===== src/rtl/serial_adder_ctrl_pkg.sv =====
// Shared definitions for the slice-serial adder: controller state encoding
// and helpers that derive slice count and counter width from the parameters.
package serial_adder_ctrl_pkg;

    typedef enum logic [1:0] {
        ST_IDLE = 2'd0,
        ST_RUN  = 2'd1,
        ST_DONE = 2'd2
    } state_e;

    function automatic int calc_nslices(input int width, input int slice);
        return width / slice;
    endfunction

    // A single-slice configuration still needs a 1-bit counter to compare against 0.
    function automatic int calc_cnt_w(input int nslices);
        return (nslices <= 1) ? 1 : $clog2(nslices);
    endfunction

endpackage


===== src/rtl/serial_adder_ctrl_adder_slice.sv =====
// Purely combinational SLICE-bit ripple adder shared across all operand slices.
module adder_slice #(
    parameter int SLICE = 2
) (
    input  logic             io_cin,
    input  logic [SLICE-1:0] io_lhs,
    input  logic [SLICE-1:0] io_rhs,
    output logic [SLICE-1:0] io_out,
    output logic             io_cout
);

    // Zero-extend to SLICE+1 bits so the MSB of the result is the carry out.
    assign {io_cout, io_out} = {1'b0, io_lhs} + {1'b0, io_rhs} + {{SLICE{1'b0}}, io_cin};

endmodule


===== src/rtl/serial_adder_ctrl.sv =====
// Valid/ready wrapped WIDTH-bit adder that reuses one SLICE-bit adder over
// NSLICES cycles, LSB slice first, chaining slices through a carry register.
module serial_adder_ctrl
    import serial_adder_ctrl_pkg::*;
#(
    parameter int WIDTH = 8,
    parameter int SLICE = 2
) (
    input  logic             clk,
    input  logic             reset,
    input  logic             io_in_valid,
    output logic             io_in_ready,
    input  logic [WIDTH-1:0] io_in_lhs,
    input  logic [WIDTH-1:0] io_in_rhs,
    input  logic             io_in_cin,
    output logic             io_out_valid,
    input  logic             io_out_ready,
    output logic [WIDTH-1:0] io_out_sum,
    output logic             io_out_cout,
    output logic             io_busy
);

    localparam int NSLICES = calc_nslices(WIDTH, SLICE);
    localparam int CNT_W   = calc_cnt_w(NSLICES);
    localparam logic [CNT_W-1:0] LAST_CNT = CNT_W'(NSLICES - 1);

    state_e           r_state;
    state_e           w_state_next;
    logic [WIDTH-1:0] r_lhs;
    logic [WIDTH-1:0] r_rhs;
    logic [WIDTH-1:0] r_sum;
    logic             r_carry;
    logic [CNT_W-1:0] r_cnt;

    logic [SLICE-1:0] w_slice_sum;
    logic             w_slice_cout;
    logic [WIDTH-1:0] w_sum_shifted;

    adder_slice #(
        .SLICE(SLICE)
    ) u_adder_slice (
        .io_cin  (r_carry),
        .io_lhs  (r_lhs[SLICE-1:0]),
        .io_rhs  (r_rhs[SLICE-1:0]),
        .io_out  (w_slice_sum),
        .io_cout (w_slice_cout)
    );

    // Each slice result enters at the MSB end, so after NSLICES shifts the
    // first (LSB) slice has arrived at bit 0.
    generate
        if (NSLICES == 1) begin : g_single
            assign w_sum_shifted = w_slice_sum;
        end else begin : g_multi
            assign w_sum_shifted = {w_slice_sum, r_sum[WIDTH-1:SLICE]};
        end
    endgenerate

    always_ff @(posedge clk or posedge reset) begin
        if (reset) begin
            r_state <= ST_IDLE;
        end else begin
            r_state <= w_state_next;
        end
    end

    always_comb begin
        w_state_next = r_state;
        case (r_state)
            ST_IDLE: if (io_in_valid)        w_state_next = ST_RUN;
            ST_RUN:  if (r_cnt == LAST_CNT)  w_state_next = ST_DONE;
            ST_DONE: if (io_out_ready)       w_state_next = ST_IDLE;
            default:                         w_state_next = ST_IDLE;
        endcase
    end

    always_ff @(posedge clk or posedge reset) begin
        if (reset) begin
            r_lhs   <= '0;
            r_rhs   <= '0;
            r_sum   <= '0;
            r_carry <= 1'b0;
            r_cnt   <= '0;
        end else begin
            case (r_state)
                ST_IDLE: begin
                    if (io_in_valid) begin
                        r_lhs   <= io_in_lhs;
                        r_rhs   <= io_in_rhs;
                        r_carry <= io_in_cin;
                        r_sum   <= '0;
                        r_cnt   <= '0;
                    end
                end
                ST_RUN: begin
                    r_sum   <= w_sum_shifted;
                    r_lhs   <= r_lhs >> SLICE;
                    r_rhs   <= r_rhs >> SLICE;
                    r_carry <= w_slice_cout;
                    r_cnt   <= r_cnt + CNT_W'(1);
                end
                default: begin
                end
            endcase
        end
    end

    // Handshake flags depend only on the state register.
    assign io_in_ready  = (r_state == ST_IDLE);
    assign io_out_valid = (r_state == ST_DONE);
    assign io_busy      = (r_state != ST_IDLE);
    assign io_out_sum   = r_sum;
    assign io_out_cout  = r_carry;

endmodule


===== config.mk =====
export PLATFORM = sky130hd
export DESIGN_NAME = serial_adder_ctrl
export DESIGN_NICKNAME = d
export VERILOG_FILES = /design/src/rtl/serial_adder_ctrl_pkg.sv /design/src/rtl/serial_adder_ctrl_adder_slice.sv /design/src/rtl/serial_adder_ctrl.sv
export SDC_FILE = /design/constraint.sdc
export NUM_CORES = 1
export LEC_CHECK = 0
export CORE_UTILIZATION = 50
export CTS_BUF_LIST = sky130_fd_sc_hd__clkbuf_16
export DETAILED_ROUTE_END_ITERATION = 10
export PLACE_DENSITY = 0.78
export SLEW_MARGIN = 20
export SYNTH_ARGS = -nofsm -noshare
export SYNTH_HDL_FRONTEND = slang
export SYNTH_SLANG_ARGS = --single-unit

===== constraint.sdc =====
create_clock -name clk -period 2.1 [get_ports clk]
set_input_delay 0.42 -clock clk [delete_from_list [all_inputs] [get_ports clk]]
set_output_delay 0.42 -clock clk [all_outputs]
set_load 0.02 [all_outputs]

==> results.json, run 1 <==
{
  "outcome": "complete, no violations",
  "cpMaxStageDelayCell": "clkdlybuf4s50_1",
  "synth.top_cell.area_share_pct": 45.6,
  "antenna_found_initial": 0,
  "numCtsBuffers": 5,
  "vias": 1063,
  "path_clk_slew_ps": 50,
  "worstPathMaxFanout": 8,
  "maxSlewHeadroom_pct": 47.5,
  "placed_cells": 192,
  "port_buffers": 32,
  "tritoncts": "built",
  "die_h_microns": 58.4,
  "synth-edff-count": 0,
  "r2r_cells": 3,
  "cp_cell_sequence": "and2b_1, clkdlybuf4s50_1",
  "maxCapViolCount": 0,
  "cts.path.max_buffers": 2,
  "grt_first_pass_wirelength_mm": 4.85,
  "synthCells": 122,
  "synth_mux_area_share_pct": 0.708,
  "ant_nets": 0,
  "synth-adder-area-share_pct": 3.30,
  "synth_top_family_by_area": "simple AND/OR/NAND/NOR gates",
  "crit_type": "flip-flop to output port",
  "track_usage_pct": 19.8,
  "routedWlPerCell_microns": 14.7,
  "final_util_pct": 67.3,
  "p_total_mw": 3.21,
  "grt_pass1_vias": 1108,
  "clk_root_buffer_cell": "clkbuf_16",
  "min_period_over_period_pct": 95.2,
  "hold_violations": 0,
  "synthXorXnorAreaFrac_pct": 0,
  "firstDrtPassIters": 4,
  "drt-initial-drc-count": 54,
  "power.static_leakage_nw": 0.880,
  "final_cells": 200,
  "synth_compound_area_share_pct": 18.9,
  "synth_area_leaders": "dfrtp_1 (46%), a211oi_2 (7.9%), nor3b_2 (7.1%), nor4b_2 (5.7%), a22o_1 (5.0%)",
  "dp_hpwl_mm": 1.94,
  "antenna_cells": 0,
  "via_per_inst": 5.32,
  "max_stage_delay_ps": 600,
  "async_flop_share_pct": 100,
  "synth_top_area_cell": "dfrtp_1",
  "ys.flop_type": "dfrtp_1",
  "yosys_warnings": 0,
  "crit_path_start_kind": "flip-flop",
  "post-place-ws_ps": 143,
  "peakVddDrop_uv": 1090,
  "postCtsHoldBufs": 0,
  "drc": 0,
  "clock_skew_ps": 5.24,
  "setup_viol": 0,
  "initial_core_util_pct": 52.5,
  "worst_slew_pin_slew_ps": 786,
  "rows": 20,
  "syn2layout_area_growth_pct": 28.2,
  "synth.most_common_cell": "dfrtp_1",
  "syn_area_sq_um": 1590,
  "clkLatencyLatePin_ps": 270,
  "overflow": 0,
  "synth_commonest_cells": "dfrtp_1 (29), inv_1 (18), a211oi_2 (10)",
  "fin_ws_ps": 100,
  "cts_setup_buffers": 0,
  "hold_depth": 1,
  "die_x_microns": 58.4,
  "cp.arrival_ps": 1580,
  "clock_sinks": 29,
  "gp_congestion": 0.728,
  "synth-seq-cells": 29,
  "yosys.area_share.simple_pct": 20.7,
  "coreArea_sq_um": 3030,
  "hold_path.class": "flip-flop to flip-flop",
  "final_layout_size_suffix_gt1_share_pct": 25.6,
  "fin_crit_ps": 2000,
  "htreeDepth": 2,
  "wirelength_mm": 2.94,
  "rsz0062_at_grt": "false",
  "required_ps": 1680,
  "fmax_ghz": 0.500,
  "fin_tns_setup_ps": 0,
  "powerDensity_nw_per_um2": 1570,
  "grt_start_max_net_pins": 30,
  "cts-resized-gates": 0,
  "ys_types": 30,
  "fin_nets": 179,
  "io_pins": 33,
  "syn_avg_cell_area_sq_um": 13.0,
  "ys_seq_area_share_pct": 45.6,
  "die_area_sq_um": 3410,
  "slew_violations": 0,
  "mappedNetlistNets": 146,
  "endpoint_kind": "output port"
}
==> sequential cells by signal, indices dropped and copies added, names as in the netlist <==
name,cells
r_state,2
r_cnt,2
r_lhs,8
io_out_cout,1
r_rhs,8
io_out_sum,8
==> cells by family (layout without fill, tap and decap cells) <==
kind of cell / count (synthesis) / after routing
adders and majority gates: 3 / 3
buffers and inverters: 29 / 63
DFF: 29 / 29
and+or+nand+nor: 31 / 31
AOI/OAI and AO/OA: 29 / 29
muxes: 1 / 1
==> worst paths after layout <==
check / startpoint / end / slack [ps]
min in group asynchronous: reset / io_out_sum[4] / 530
max in group asynchronous: reset / r_lhs[2] / 1310
min: r_rhs[6] / r_rhs[6] / 490
max reg2reg: r_state[0] / r_rhs[5] / 270
max: r_state[0] / io_out_valid / 100
min reg2reg: r_rhs[6] / r_rhs[6] / 490
==> placed cells by master (no fill, tap or decap) <==
cell,count
a222oi_1,2
clkbuf_16,5
nor3b_2,9
a32o_1,2
clkinv_2,2
a21oi_1,1
ha_1,1
nor2b_1,2
and2b_1,2
nor4b_2,6
dfrtp_1,29
a211oi_2,10
buf_4,5
a22o_1,9
mux2_2,1
nor4b_1,5
a21o_1,1
nand4bb_1,1
fa_1,2
o2bb2ai_1,1
nor4bb_1,1
nor3b_1,2
clkdlybuf4s50_1,32
o21bai_4,1
inv_1,19
o311ai_1,1
nor2_4,1
nand2_1,2
a211oi_1,1
==> layout make-up <==
class | instances | area, sq um
clock buffers | 5 | 125
clock inverters | 3 | 13.8
fillers | 241 | 990
inverters | 18 | 67.6
multi-input cells | 64 | 693
flip-flops and latches | 29 | 726
well taps | 44 | 55.1
repair buffers | 37 | 358
==> metal layers <==
| layer | wire (microns) | vias to the layer above | GRT usage, % |
|---|---|---|---|
| li1 | - | 509 | - |
| met5 | 0 | - | 0 |
| met1 | 1350 | 516 | 22.7 |
| met4 | 22 | 0 | 7.48 |
| met2 | 1420 | 34 | 33.7 |
| met3 | 157 | 4 | 7.47 |
==> report_power, final <==
part	switching, mW	internal [mW]
clock	0.227	0.427
sequential	0.202	0.828
combinational	0.780	0.746
==> worst max-delay path: cells and delay by family (launching register included) <==
family,cells,cell delay (ps)
simple gates,1,250
buf+inv,1,600
flops,1,460
==> through the flow <==
stage	hold WS [ps]	area, sq um
2_1_floorplan	467	1590
3_3_place_gp	481	1900
3_5_place_dp	487	1900
4_1_cts	498	2040
5_1_grt	507	2040
6_report	493	2040
(Power assumes the default switching activity.)
==> run 2: changes to the inputs <==
--- a/config.mk
+++ b/config.mk
@@ -6,7 +6,6 @@
 export NUM_CORES = 1
 export LEC_CHECK = 0
 export CORE_UTILIZATION = 50
-export CTS_BUF_LIST = sky130_fd_sc_hd__clkbuf_16
 export DETAILED_ROUTE_END_ITERATION = 10
 export PLACE_DENSITY = 0.78
 export SLEW_MARGIN = 20
==> run 2 against run 1 <==
Die area is the same; sequential cell count is the same; largest cell class unchanged; first-iteration DRC count grew 3.7%; sequential power is essentially flat; fmax grew 8.6%; design area shrank 3.9%.
==> results.json, run 2 (synthesized netlist as in run 1, its figures left out) <==
{
  "numCtsBuffers": 5,
  "layout_common_cells": "clkdlybuf4s50_1 (29), dfrtp_1 (29), inv_1 (18), a211oi_2 (10)",
  "crit_type": "flip-flop to flip-flop",
  "powerDensity_nw_per_um2": 1460,
  "initial_core_util_pct": 52.5,
  "tritoncts": "built",
  "outcome": "complete, no violations",
  "cpMaxStageDelayCell": "o21bai_4",
  "crit_path_start_kind": "flip-flop",
  "htreeDepth": 2,
  "die_h_microns": 58.4,
  "endpoint_kind": "flip-flop",
  "dp_hpwl_mm": 1.94,
  "setup_viol": 0,
  "fin_crit_ps": 1840,
  "io_pins": 33,
  "drt-initial-drc-count": 56,
  "r2r_cells": 3,
  "cp.arrival_ps": 2010,
  "reg2reg_slack_ps": 260,
  "clk_root_buffer_cell": "clkbuf_4",
  "min_period_over_period_pct": 87.7,
  "timing.rr.start": "r_state[0]",
  "cp_cell_sequence": "buf_4, o21bai_4, a222oi_1",
  "overflow": 0,
  "rows": 20,
  "max_stage_delay_ps": 660,
  "grt_first_pass_wirelength_mm": 4.82,
  "grt_pass1_vias": 1108,
  "coreArea_sq_um": 3030,
  "crit_start": "r_state[0]",
  "firstDrtPassIters": 7,
  "clock_skew_ps": 11.9,
  "r2r_end": "io_out_cout",
  "hold_path.class": "input pin to async pin",
  "ant_nets": 0,
  "final_layout_size_suffix_gt1_share_pct": 25.6,
  "routedWlPerCell_microns": 14.4,
  "rsz0062_at_grt": "false",
  "post-route-cell-area_sq_um": 1960,
  "drc": 0,
  "cts-resized-gates": 0,
  "antenna_found_initial": 0,
  "die_x_microns": 58.4,
  "peakVddDrop_uv": 722,
  "post-place-ws_ps": 143,
  "antenna_cells": 0,
  "clkLatencyLatePin_ps": 330,
  "cts_setup_buffers": 0,
  "slew_violations": 0,
  "fin_nets": 179,
  "maxSlewHeadroom_pct": 47.5,
  "syn2layout_area_growth_pct": 23.1,
  "postCtsHoldBufs": 0,
  "gp_congestion": 0.728,
  "cts.path.max_buffers": 2,
  "place_area_sq_um": 1900,
  "vias": 1095,
  "via_per_inst": 5.48,
  "power.static_leakage_nw": 0.873,
  "worst_slew_pin_slew_ps": 785,
  "port_buffers": 32,
  "clock_sinks": 29,
  "wirelength_mm": 2.89,
  "track_usage_pct": 19.3,
  "fin_tns_setup_ps": 0,
  "fmax_ghz": 0.543,
  "maxCapViolCount": 0,
  "grt_start_max_net_pins": 30,
  "hold_violations": 0,
  "fin_ws_ps": 259,
  "die_area_sq_um": 3410,
  "required_ps": 2260,
  "worstPathMaxFanout": 27,
  "path_clk_slew_ps": 100
}
run 2: layer usage:
layer	wire length, microns	part of all wire [%]	up-vias	global-route usage, %
li1	-	-	507	-
met5	0	0	-	0
met3	199	6.9	8	4.84
met2	1440	50	48	32.8
met1	1200	41	532	22.9
met4	51	1.8	0	9.52
run 2: power by group:
group | leakage (nW) | internal (mW) | switching (mW)
sequential | 0.357 | 0.824 | 0.199
combinational | 0.484 | 0.741 | 0.781
clock | 0.0320 | 0.127 | 0.188
total | 0.873 | 1.69 | 1.17
run 2: worst max path at each step:
stage	endpoint	slack (ps)
global placement	io_out_cout	200
global route	io_out_cout	150
detailed placement	r_rhs[5]	140
CTS	io_out_valid	20
floorplan	io_out_sum[7]	450
finish	io_out_cout	260
run 2: final cells by class:
type | instances | area, sq um
Sequential cell | 29 | 726
Tap cell | 44 | 55.1
Clock inverter | 2 | 10.0
Inverter | 18 | 67.6
Clock buffer | 6 | 41.3
Multi-Input combinational cell | 64 | 693
Timing Repair Buffer | 37 | 365
Fill cell | 249 | 1070
run 2: per-stage QoR:
| stage | hold WS [ps] | instances | total power, mW | utilization, % |
|---|---|---|---|---|
| floorplan | 467 | 122 | 2.24 | - |
| global placement | 481 | 192 | 2.50 | 62.7 |
| detailed placement | 487 | 192 | 2.58 | 62.7 |
| CTS | 468 | 200 | 2.89 | 64.4 |
| global route | 480 | 200 | 3.08 | 64.7 |
| finish | 461 | 200 | 2.86 | 64.7 |
run 2: critical path: cells and delay by family, from the launching register on:
kind | cells | cell delay (ps)
flops | 1 | 480
buf+inv | 1 | 260
compound gates | 2 | 920
==> run 3: changes to the inputs <==
--- a/config.mk
+++ b/config.mk
@@ -5,9 +5,10 @@
 export SDC_FILE = /design/constraint.sdc
 export NUM_CORES = 1
 export LEC_CHECK = 0
-export CORE_UTILIZATION = 50
+export CORE_UTILIZATION = 53
+export CTS_BUF_LIST = sky130_fd_sc_hd__clkbuf_8
 export DETAILED_ROUTE_END_ITERATION = 10
-export PLACE_DENSITY = 0.78
+export PLACE_DENSITY = 0.82
 export SLEW_MARGIN = 20
 export SYNTH_ARGS = -nofsm -noshare
 export SYNTH_HDL_FRONTEND = slang
==> run 3 against run 2 <==
Die area fell by 5.5%; critical endpoint is now io_out_valid; critical path type is now flip-flop to output port; sequential power barely moved; the flow now finishes with violations (design-rule violations); sequential share of layout area fell by 0.99 points; cell count fell by 5.5%; worst hold slack improved by 42 ps; clock power rose by 61%; sequential cell count did not move.
==> results.json, run 3 (synthesized netlist as in run 1, its figures left out) <==
{
  "final_common_cell": "clkdlybuf4s50_1",
  "p_total_mw": 3.11,
  "maxSlewHeadroom_pct": 75.1,
  "min_period_over_period_pct": 93.7,
  "ant_nets": 0,
  "die_h_microns": 56.8,
  "layout_common_cells": "clkdlybuf4s50_1 (32), dfrtp_1 (29), inv_1 (18), a211oi_2 (10)",
  "cp.arrival_ps": 1550,
  "die_area_sq_um": 3220,
  "powerDensity_nw_per_um2": 1550,
  "fin_crit_ps": 1970,
  "violations": "design-rule violations",
  "wirelength_mm": 2.87,
  "crit_path_start_kind": "flip-flop",
  "setup_viol": 0,
  "firstDrtPassIters": 11,
  "numCtsBuffers": 5,
  "antenna_found_initial": 0,
  "post-place-ws_ps": 237,
  "clkLatencyLatePin_ps": 280,
  "io_pins": 33,
  "rows": 19,
  "fmax_ghz": 0.508,
  "drt-initial-drc-count": 46,
  "routedWlPerCell_microns": 15.2,
  "syn2layout_area_growth_pct": 26.5,
  "grt_first_pass_wirelength_mm": 4.93,
  "hold_violations": 0,
  "path_clk_slew_ps": 60,
  "cts_setup_buffers": 0,
  "grt_start_max_net_pins": 30,
  "final_util_pct": 71.7,
  "via_per_inst": 5.67,
  "rsz0062_at_grt": "false",
  "slew_violations": 0,
  "fin_tns_setup_ps": 0,
  "vias": 1071,
  "fin_ws_ps": 132,
  "clk_root_buffer_cell": "clkbuf_8",
  "port_buffers": 32,
  "crit_type": "flip-flop to output port",
  "postCtsHoldBufs": 0,
  "r2r_cells": 3,
  "htreeDepth": 2,
  "clock_sinks": 29,
  "maxCapViolCount": 0,
  "dp_hpwl_mm": 2.04,
  "peakVddDrop_uv": 870,
  "endpoint_kind": "output port",
  "worstPathMaxFanout": 4,
  "cts.path.max_buffers": 2,
  "die_x_microns": 56.8,
  "final_layout_size_suffix_gt1_share_pct": 27.2,
  "hold_path.class": "input pin to async pin",
  "required_ps": 1680,
  "antenna_cells": 0,
  "overflow": 0,
  "cts-resized-gates": 0,
  "initial_core_util_pct": 56.7,
  "whs_ps": 503,
  "coreArea_sq_um": 2810,
  "tritoncts": "built",
  "track_usage_pct": 20.6,
  "fin_nets": 181,
  "grt_pass1_vias": 1112,
  "gp_congestion": 0.793,
  "clock_skew_ps": 3.44,
  "outcome": "finished with violations",
  "worst_slew_pin_slew_ps": 374,
  "power.static_leakage_nw": 0.873,
  "drc": 6
}
==> run 3: worst paths after layout <==
kind,to,from,slack (ps)
setup reg to reg,io_out_sum[7],io_out_cout,480
setup / recovery,io_out_valid,r_state[0],130
hold / removal,io_out_sum[6],reset,500
hold reg to reg,io_out_sum[0],io_out_sum[0],500
min in group clk,io_out_sum[0],io_out_sum[0],500
max in group asynchronous,r_lhs[5],reset,1320
==> run 3: worst max-delay path, stage by stage, from the launching register on <==
cell             delay (ps)
dfrtp_1                 430
and2b_1                 240
clkdlybuf4s50_1         600
==> run 3: final cells by class <==
cell class	count	area (sq um)
fillers	213	793
flip-flops and latches	29	726
multi-input cells	64	693
repair buffers	39	385
clock buffers	7	96.3
inverters	18	67.6
well taps	31	38.8
clock inverters	1	5.00
==> run 3: where the power goes <==
group	internal, mW	leakage, nW	switching [mW]
Clock	0.296	0.0542	0.211
Sequential	0.826	0.357	0.195
Combinational	0.796	0.461	0.790
Total	1.92	0.873	1.20
==> run 3: routing by layer <==
metal | up-vias | share of wire (%) | wire length [microns] | global-route usage [%]
met4 | 0 | 1.7 | 50 | 8.36
met1 | 515 | 45 | 1300 | 24.7
met3 | 8 | 5.6 | 160 | 4.84
met2 | 37 | 47 | 1360 | 35.5
met5 | - | 0 | 0 | 0
li1 | 511 | - | - | -
==> run 3: per-stage QoR <==
step                      cells  area [sq um]
after floorplan             122          1590
after global placement      181          1910
after detailed placement    181          1910
after CTS                   189          2010
after global routing        189          2010
final                       189          2010
